## src/rtl/mult_share_arbiter_if.sv

```systemverilog
// Request/response bundle between the requesters and the shared-multiplier arbiter.
// The master side drives requests and consumes results; the slave side is the arbiter.
interface mult_share_arbiter_if #(
  parameter int NREQ = 4,
  parameter int W    = 4,
  parameter int IDW  = $clog2(NREQ)
);
  logic [NREQ-1:0]   req_valid;
  logic [NREQ-1:0]   req_ready;
  logic [NREQ*W-1:0] req_a;
  logic [NREQ*W-1:0] req_b;
  logic              resp_valid;
  logic              resp_ready;
  logic [IDW-1:0]    resp_id;
  logic [2*W-1:0]    resp_product;

  modport master (
    output req_valid, req_a, req_b, resp_ready,
    input  req_ready, resp_valid, resp_id, resp_product
  );

  modport slave (
    input  req_valid, req_a, req_b, resp_ready,
    output req_ready, resp_valid, resp_id, resp_product
  );
endinterface

```

## src/rtl/mult_share_arbiter.sv

```systemverilog
// Round-robin arbiter that time-shares one registered W x W multiplier (1-cycle latency)
// between NREQ requesters, returning each product tagged with the owner's index.
module mult_share_arbiter #(
  parameter int NREQ = 4,
  parameter int W    = 4,
  parameter int IDW  = $clog2(NREQ)
) (
  input  logic                     io_clk,
  input  logic                     io_rst,
  mult_share_arbiter_if.slave      bus,
  output logic [W-1:0]             mul_a,
  output logic [W-1:0]             mul_b,
  input  logic [2*W-1:0]           mul_p,
  output logic                     busy
);

  typedef enum logic [1:0] {IDLE, ISSUE, CAPTURE, RESP} state_t;

  state_t          state;
  logic [IDW-1:0]  rr_ptr;
  logic [IDW-1:0]  id;
  logic [W-1:0]    op_a;
  logic [W-1:0]    op_b;
  logic [IDW-1:0]  winner;
  logic [IDW-1:0]  cand_idx;
  logic            grant_found;
  int              cand;

  // Scan starting just after the last winner so every requester gets a turn.
  always_comb begin
    grant_found = 1'b0;
    winner      = '0;
    cand        = 0;
    cand_idx    = '0;
    for (int k = 1; k <= NREQ; k++) begin
      cand     = (int'(rr_ptr) + k) % NREQ;
      cand_idx = IDW'(cand);
      if (!grant_found && bus.req_valid[cand_idx]) begin
        grant_found = 1'b1;
        winner      = cand_idx;
      end
    end
  end

  assign bus.req_ready = (state == IDLE && grant_found) ? (NREQ'(1) << winner) : '0;
  assign busy          = (state != IDLE);
  assign mul_a         = op_a;
  assign mul_b         = op_b;

  always_ff @(posedge io_clk or posedge io_rst) begin
    if (io_rst) begin
      state            <= IDLE;
      rr_ptr           <= IDW'(NREQ - 1);
      id               <= '0;
      op_a             <= '0;
      op_b             <= '0;
      bus.resp_valid   <= 1'b0;
      bus.resp_id      <= '0;
      bus.resp_product <= '0;
    end else begin
      case (state)
        IDLE: begin
          if (grant_found) begin
            op_a   <= bus.req_a[winner*W +: W];
            op_b   <= bus.req_b[winner*W +: W];
            id     <= winner;
            rr_ptr <= winner;
            state  <= ISSUE;
          end
        end
        ISSUE: state <= CAPTURE;
        // The multiplier registered the operands at the end of ISSUE, so its product is valid here.
        CAPTURE: begin
          bus.resp_product <= mul_p;
          bus.resp_id      <= id;
          bus.resp_valid   <= 1'b1;
          state            <= RESP;
        end
        RESP: begin
          if (bus.resp_ready) begin
            bus.resp_valid <= 1'b0;
            state          <= IDLE;
          end
        end
        default: state <= IDLE;
      endcase
    end
  end

endmodule

```

## src/flat_wrapper.sv

```systemverilog
// flat-port wrapper written by rule: the top's interface ports become plain ports
module mult_share_arbiter_flat 
#(
  parameter int NREQ = 4,
  parameter int W    = 4,
  parameter int IDW  = $clog2(NREQ)
)
  (io_clk, io_rst, mul_a, mul_b, mul_p, busy, bus_req_valid, bus_req_a, bus_req_b, bus_resp_ready, bus_req_ready, bus_resp_valid, bus_resp_id, bus_resp_product);
  mult_share_arbiter_if #(.NREQ(NREQ), .W(W), .IDW(IDW)) bus_i ();
  input  logic io_clk;
  input  logic io_rst;
  output logic [W-1:0] mul_a;
  output logic [W-1:0] mul_b;
  input  logic [2*W-1:0] mul_p;
  output logic busy;
  input wire logic [$bits(bus_i.req_valid)-1:0] bus_req_valid;
  input wire logic [$bits(bus_i.req_a)-1:0] bus_req_a;
  input wire logic [$bits(bus_i.req_b)-1:0] bus_req_b;
  input wire logic [$bits(bus_i.resp_ready)-1:0] bus_resp_ready;
  output wire logic [$bits(bus_i.req_ready)-1:0] bus_req_ready;
  output wire logic [$bits(bus_i.resp_valid)-1:0] bus_resp_valid;
  output wire logic [$bits(bus_i.resp_id)-1:0] bus_resp_id;
  output wire logic [$bits(bus_i.resp_product)-1:0] bus_resp_product;
  assign bus_i.req_valid = bus_req_valid;
  assign bus_i.req_a = bus_req_a;
  assign bus_i.req_b = bus_req_b;
  assign bus_i.resp_ready = bus_resp_ready;
  assign bus_req_ready = bus_i.req_ready;
  assign bus_resp_valid = bus_i.resp_valid;
  assign bus_resp_id = bus_i.resp_id;
  assign bus_resp_product = bus_i.resp_product;
  mult_share_arbiter #(.NREQ(NREQ), .W(W), .IDW(IDW)) u_core (.io_clk(io_clk), .io_rst(io_rst), .bus(bus_i), .mul_a(mul_a), .mul_b(mul_b), .mul_p(mul_p), .busy(busy));
endmodule
```

## config.mk

```make
export PLATFORM = sky130hd
export DESIGN_NAME = mult_share_arbiter_flat
export DESIGN_NICKNAME = d
export VERILOG_FILES = /design/src/rtl/mult_share_arbiter_if.sv /design/src/rtl/mult_share_arbiter.sv /design/src/flat_wrapper.sv
export SDC_FILE = /design/constraint.sdc
export NUM_CORES = 1
export LEC_CHECK = 0
export CAP_MARGIN = 20
export CELL_PAD_IN_SITES_DETAIL_PLACEMENT = 1
export CELL_PAD_IN_SITES_GLOBAL_PLACEMENT = 1
export CORE_ASPECT_RATIO = 1.25
export CORE_UTILIZATION = 29
export CTS_BUF_LIST = sky130_fd_sc_hd__clkbuf_8 sky130_fd_sc_hd__clkbuf_16
export CTS_CLUSTER_SIZE = 14
export DETAILED_ROUTE_END_ITERATION = 10
export PLACE_DENSITY = 0.89
export SKIP_CTS_REPAIR_TIMING = 1
export SLEW_MARGIN = 40
export SYNTH_ARGS = -nofsm -noshare
export SYNTH_HDL_FRONTEND = slang
export SYNTH_SLANG_ARGS = --single-unit
```

## constraint.sdc

```tcl
create_clock -name io_clk -period 2.35 [get_ports io_clk]
set_clock_uncertainty 0.1 [all_clocks]
set_input_delay 0.235 -clock io_clk [delete_from_list [all_inputs] [get_ports io_clk]]
set_output_delay 0.235 -clock io_clk [all_outputs]
set_load 0.01 [all_outputs]
```

==> results of run 1 <==
-- metal layers --
| layer | track usage [%] | up-vias |
|---|---|---|
| li1 | - | 644 |
| met1 | 18.7 | 636 |
| met2 | 29.3 | 34 |
| met3 | 2.01 | 4 |
| met4 | 6.14 | 0 |
| met5 | 0 | - |
-- per-stage QoR --
| step | utilization [%] | setup TNS (ns) | area [µm²] | setup slack, ns |
|---|---|---|---|---|
| final | 50.9 | 0 | 2290 | 0.220 |
| after global routing | 50.9 | 0 | 2290 | 0.0892 |
| after CTS | 50.4 | -0.793 | 2270 | -0.233 |
| after detailed placement | 49.3 | -0.499 | 2220 | -0.162 |
| after global placement | 49.3 | -0.225 | 2220 | -0.0962 |
| after floorplan | - | 0 | 1380 | 0.545 |
-- cells in the final DEF, fill, tap and decap left out, drive strengths merged, types with 2 or more instances in the layout --
| cell | synthesis | layout |
|---|---|---|
| dlymetal6s2s | 0 | 4 |
| inv | 9 | 9 |
| nor2b | 4 | 4 |
| mux2 | 10 | 10 |
| o21ai | 9 | 9 |
| clkdlybuf4s50 | 0 | 66 |
| a221oi | 7 | 7 |
| and2 | 8 | 8 |
| a31oi | 2 | 2 |
| clkbuf | 2 | 3 |
| a211oi | 8 | 8 |
| mux2i | 8 | 8 |
| or2 | 2 | 2 |
| a21oi | 5 | 5 |
| buf | 4 | 14 |
| nand2 | 5 | 5 |
| dfrtp | 23 | 23 |
| dfstp | 2 | 2 |
| nor2 | 15 | 15 |
| ha | 4 | 4 |
-- registers in the layout, summed over array words and instances (netlist names) --
register / count
u_core.mul_a: 4
u_core.id: 2
u_core.bus.resp_product: 8
u_core.bus.resp_id: 2
u_core.state: 2
u_core.rr_ptr: 2
u_core.mul_b: 4
u_core.bus.resp_valid: 1
-- cells by family (layout without fill, tap and decap cells) --
| group | Yosys count | after routing | share of synthesized area, % |
|---|---|---|---|
| adders and majority gates | 4 | 4 | 3.64 |
| AOI/OAI and AO/OA | 35 | 35 | 18.2 |
| and+or+nand+nor | 36 | 36 | 13.4 |
| muxes | 18 | 18 | 14.0 |
| DFF | 25 | 25 | 45.6 |
| buffers and inverters | 15 | 97 | 5.18 |
-- worst min-delay path: cells and delay by family --
family   cells  cell delay, ns
buf+inv      3            0.74
-- synth_stat cells, types with 2 or more instances --
cell type / number
o21ai_0: 4
mux2i_1: 8
dfstp_2: 2
nor2b_1: 4
nor2_1: 14
nand2_1: 5
inv_1: 9
a21oi_1: 5
and2_1: 8
mux2_2: 10
clkbuf_1: 2
ha_1: 4
o21ai_1: 5
a211oi_1: 8
dfrtp_1: 23
a221oi_2: 2
buf_4: 2
a31oi_1: 2
a221oi_1: 5
-- how the worst max path moves through the flow --
stage	from	end	slack (ns)	cells past startpoint
finish	u_core.state[0]	bus_req_ready[3]	0.22	7
global placement	bus_req_valid[3]	bus_req_ready[1]	-0.1	6
CTS	u_core.rr_ptr[0]	bus_req_ready[1]	-0.23	5
global route	u_core.rr_ptr[0]	bus_req_ready[1]	0.09	5
detailed placement	bus_req_valid[3]	bus_req_ready[1]	-0.16	6
floorplan	u_core.state[0]	bus_req_ready[3]	0.55	7
-- cell type report --
| cell class | count | area, µm² | share of cell area (%) |
|---|---|---|---|
| clock buffers | 3 | 41.3 | 1.81 |
| clock inverters | 1 | 7.51 | 0.328 |
| inverters | 9 | 33.8 | 1.48 |
| multi-input cells | 93 | 688 | 30.1 |
| flip-flops and latches | 25 | 628 | 27.5 |
| well taps | 58 | 72.6 | 3.17 |
| repair buffers | 84 | 816 | 35.7 |
-- power groups by stage --
stage	clock network, mW	logic (mW)	registers, mW
final	0.262	1.48	0.781
after global routing	0.287	1.63	0.817
after CTS	0.273	1.50	0.788
after detailed placement	0	1.50	0.796
after global placement	0	1.46	0.781
after floorplan	0	0.714	0.858
==> impl_metrics.toml, run 1 <==
[worst_setup_path]
cp.arrival_ns = 1.79
crit_buf_inv = 3
crit-reg2reg-launch = "u_core.rr_ptr[0]"
end_kind = "output port"
reg2reg_depth = 6
cp_common_cell = "inv_1"
path_delay_family = "flip-flops"
crit_fanout = 4
critPathMaxStageDelay_ns = 0.40
path_class = "reg2out"
path_cells = "inv_1 -> ha_1 -> inv_1 -> a21o_1 -> or2_1 -> a21oi_1 -> dlymetal6s2s_1"
start_kind = "flip-flop"
crit_path_top_delay_cell = "dfrtp_1"
ff2ff_setup_slack_ns = 0.36
cp_data_required_time_ns = 2.02
timing.rr.end = "u_core.mul_a[2]"

[detailed_routing]
ant_nets = 0
viasPerCell = 4.83
wl_met3_um = 101
num_vias = 1318
m1WireLength_mm = 1.60
routed_wl_mm = 3.85
route.detailed.drc = 0
first_pass_iters = 3
wl_met2_mm = 2.09
post_drt_wl_per_cell_um = 14.1
drt_first_iter_violations = 27
top_layer_used = "met4"

[finish]
antenna_cells = 0
stdcell_count = 273
drive_gt1_share_pct = 17.2
syn2layout_area_growth_pct = 66.2
nets = 267
fillers = 504

[floorplan]
die_h_um = 79.0
row_count = 27
boundaryPins = 71
die_x_um = 63.6
start_util_pct = 30.6
coreArea_um2 = 4490
die_area_um2 = 5030

[synthesis]
synth_edf_count = 0
avgSynthCellArea_um2 = 10.3
async_reset_ff_share_pct = 100
synthTopCellsByArea = "dfrtp_1, mux2_2, mux2i_1, a211oi_1, dfstp_2"
syn_area_um2 = 1380
yosysTopAreaCell = "dfrtp_1"
yosysTopAreaCellShare_pct = 41.8
synth_nets = 184
ys_seq_elements = 25
syn-instance-count = 133
synth_warnings = 0
synth.lib_cells_used.distinct = 30
ys.flop_type = "dfrtp_1"
ys_seq_area_share_pct = 45.6

[clock_tree]
cts_buffers = 3
cts_tree = "built"
clkTransAtPathRegs_ns = 0.09
cts.sinks = 25
clkLatencyLatePin_ns = 0.27
clock-root-buffer = "clkbuf_8"
cts.path.max_buffers = 2
h-tree-depth = 1

[placed_design]
dpl.hpwl_mm = 3.04
io_buffers = 70
gp_congestion = 0.746
placedCellCount = 269

[hold_path]
hold_class = "in2async"

[sta]
setup_viol = 0
worst_pin_slew_ns = 0.537
holdWs_ns = 0.206
rsz0062_at_grt = "no"
slew-limit-headroom_pct = 64.2
finalCritPeriodShare_pct = 90.6
max_freq_ghz = 0.470
hold_viol = 0
report.final.slew_viol_count = 0
finalCriticalPeriod_ns = 2.13

[pwr]
powerDensity_nw_per_um2 = 1100
p_leak_nw = 1.02
seqPwrFrac_pct = 30.9
internal_power_mw = 1.59
power_frac_comb_pct = 58.7
power_mw = 2.53
vdd_drop_max_mv = 0.395
power_switching_mw = 0.932
clkPwrFrac_pct = 10.4
swShare_pct = 36.9

[grt]
grt_usage_pct = 16.0
grt_pass1_vias = 1384
grt_antenna_before_repair = 0
grt_max_degree = 26
grt-ovfl-total = 0
grt_pass1_wl_mm = 6.27

[outcome]
status = "completed"

[flow_run]
cap_viol_max_count = 0
(Power assumes the default switching activity.)
==> run 2, diff against run 1 <==
HOLD_SLACK_MARGIN = 0.15   (was default)
==> results of run 2 <==
Final layout, timing and power as in run 1 (identical DEF).
==> RTL edit, RTL diff (flow settings as in run 2) <==
`W` is set to 4 in 3 places; all go to 6.
--- a/src/rtl/mult_share_arbiter_if.sv
+++ b/src/rtl/mult_share_arbiter_if.sv
@@ -2,7 +2,7 @@
 // The master side drives requests and consumes results; the slave side is the arbiter.
 interface mult_share_arbiter_if #(
   parameter int NREQ = 4,
-  parameter int W    = 4,
+  parameter int W    = 6,
   parameter int IDW  = $clog2(NREQ)
 );
   logic [NREQ-1:0]   req_valid;
--- a/src/rtl/mult_share_arbiter.sv
+++ b/src/rtl/mult_share_arbiter.sv
@@ -2,7 +2,7 @@
 // between NREQ requesters, returning each product tagged with the owner's index.
 module mult_share_arbiter #(
   parameter int NREQ = 4,
-  parameter int W    = 4,
+  parameter int W    = 6,
   parameter int IDW  = $clog2(NREQ)
 ) (
   input  logic                     io_clk,
--- a/src/flat_wrapper.sv
+++ b/src/flat_wrapper.sv
@@ -2,7 +2,7 @@
 module mult_share_arbiter_flat 
 #(
   parameter int NREQ = 4,
-  parameter int W    = 4,
+  parameter int W    = 6,
   parameter int IDW  = $clog2(NREQ)
 )
   (io_clk, io_rst, mul_a, mul_b, mul_p, busy, bus_req_valid, bus_req_a, bus_req_b, bus_resp_ready, bus_req_ready, bus_resp_valid, bus_resp_id, bus_resp_product);
Ports: changed (6 resized); port bits go from 71 to 99. The function was not compared with the original's and may differ.
==> RTL edit against run 2 <==
  * Die area grew 32%
  * Critical endpoint unchanged
  * Wire length grew 45%
  * Count of clock-buffer cells in the layout grew 3
  * Synthesized area grew 33%
  * Worst setup slack lost 100 ps
  * Design area grew 34%
  * Sequential cell count grew 8
  * Power grew 39%
==> RTL edit: results <==
group,metric,value,unit
final_layout,area.share.sequential,27.01,%
critical_path,startpoint_of_the_lowest_slack_register_to_register_path,"u_core.rr_ptr[1]$_DFFE_PP1P_",
critical_path,r2r_setup_slack,290,ps
final_layout,clock_cell_area_share,2.815,%
placed_design,finalWeightedCongestion,0.7776,
critical_path,critical_path.top_delay_family,"simple AND/OR/NAND/NOR gates",
clocking,cts_made_buffers,5,
yosys,synth.cell_area,1829,µm²
yosys,synthAdderAreaFrac,2.736,%
placed_design,placement.io_buffers,98,
final_layout,drive_above_1_share,19.22,%
routing,detail_route.iter0.violations,19,
routing,wl_met3,349,µm
final_layout,buffers,118,
placed_design,hpwl_after_dpl,4.388,mm
global_routing,grt_start_max_net_pins,34,
global_routing,wire_length_of_the_first_global_routing_pass,9.059,mm
yosys,synth_mux_area_share,15.18,%
final_layout,signal_buffer_area_fraction,36.72,%
critical_path,cp_slowest_cell,"sky130_fd_sc_hd__or4_4",
routing,met2_wirelength,3.114,mm
yosys,share_of_synthesized_area_occupied_by_flip_flops_and_latches,45.28,%
routing,detail_route.wirelength,5.593,mm
critical_path,timing.critical_path.slowest_cell_delay,550,ps
final_layout,nClkBuffers,6,
global_routing,grtUsageTotal,17.93,%
yosys,netlist-cell-type-count,34,
global_routing,routing_usage_on_met3,4.911,%
final_layout,fill_cells,697,
run_status,status,"completed",
global_routing,grt_pass1_vias,1915,
yosys,synth.top_cells.by_area,"sky130_fd_sc_hd__dfrtp_1 (42%), sky130_fd_sc_hd__mux2_2 (8.6%), sky130_fd_sc_hd__mux2i_1 (6.6%)",
clocking,cts.htree.levels,2,
routing,drt_pass1_iterations,4,
timing,layout_setup_ws,115.9,ps
final_layout,largest_register_ff_count,12,
final_layout,n_sequential_cell,33,
final_layout,multi_input_gates,118,
critical_path,reg_to_reg_endpoint,"u_core.mul_a[3]$_DFFE_PP0P_",
routing,post_drt_via_cell_ratio,4.749,
final_layout,area.growth.synth_to_final,67.65,%
global_routing,met1_usage,17.98,%
final_layout,final_nets,352,
yosys,syn_nets,239,
==> RTL edit: cell types whose count changed in the layout (fill, tap and decap cells not counted), sizes merged, moves of 5 or more <==
cell,change
clkdlybuf4s50,+28
dfrtp,+8
and2,-8
a221oi,+5
o21ai,-6
clkbuf,+5
buf,+6
and3,+13
nor2,+5
==> RTL edit: where the power goes <==
| part | switching [mW] | leakage (nW) | internal (mW) |
|---|---|---|---|
| clock | 0.198 | 0.0485 | 0.228 |
| sequential | 0.153 | 0.375 | 0.880 |
| combinational | 0.922 | 0.925 | 1.12 |
==> RTL edit: through the flow <==
stage / utilization [%] / hold slack, ps / power (mW) / setup TNS [ps] / cells
after floorplan: - / 243.6 / 2.122 / 0 / 168
final: 50.06 / 265.6 / 3.499 / 0 / 366
after global placement: 48.65 / 355.8 / 3.017 / -509.4 / 359
after CTS: 50.14 / 267.6 / 3.576 / -868.4 / 366
after detailed placement: 48.73 / 380.4 / 3.125 / -675.3 / 359
after global routing: 50.06 / 296.2 / 3.751 / 0 / 366
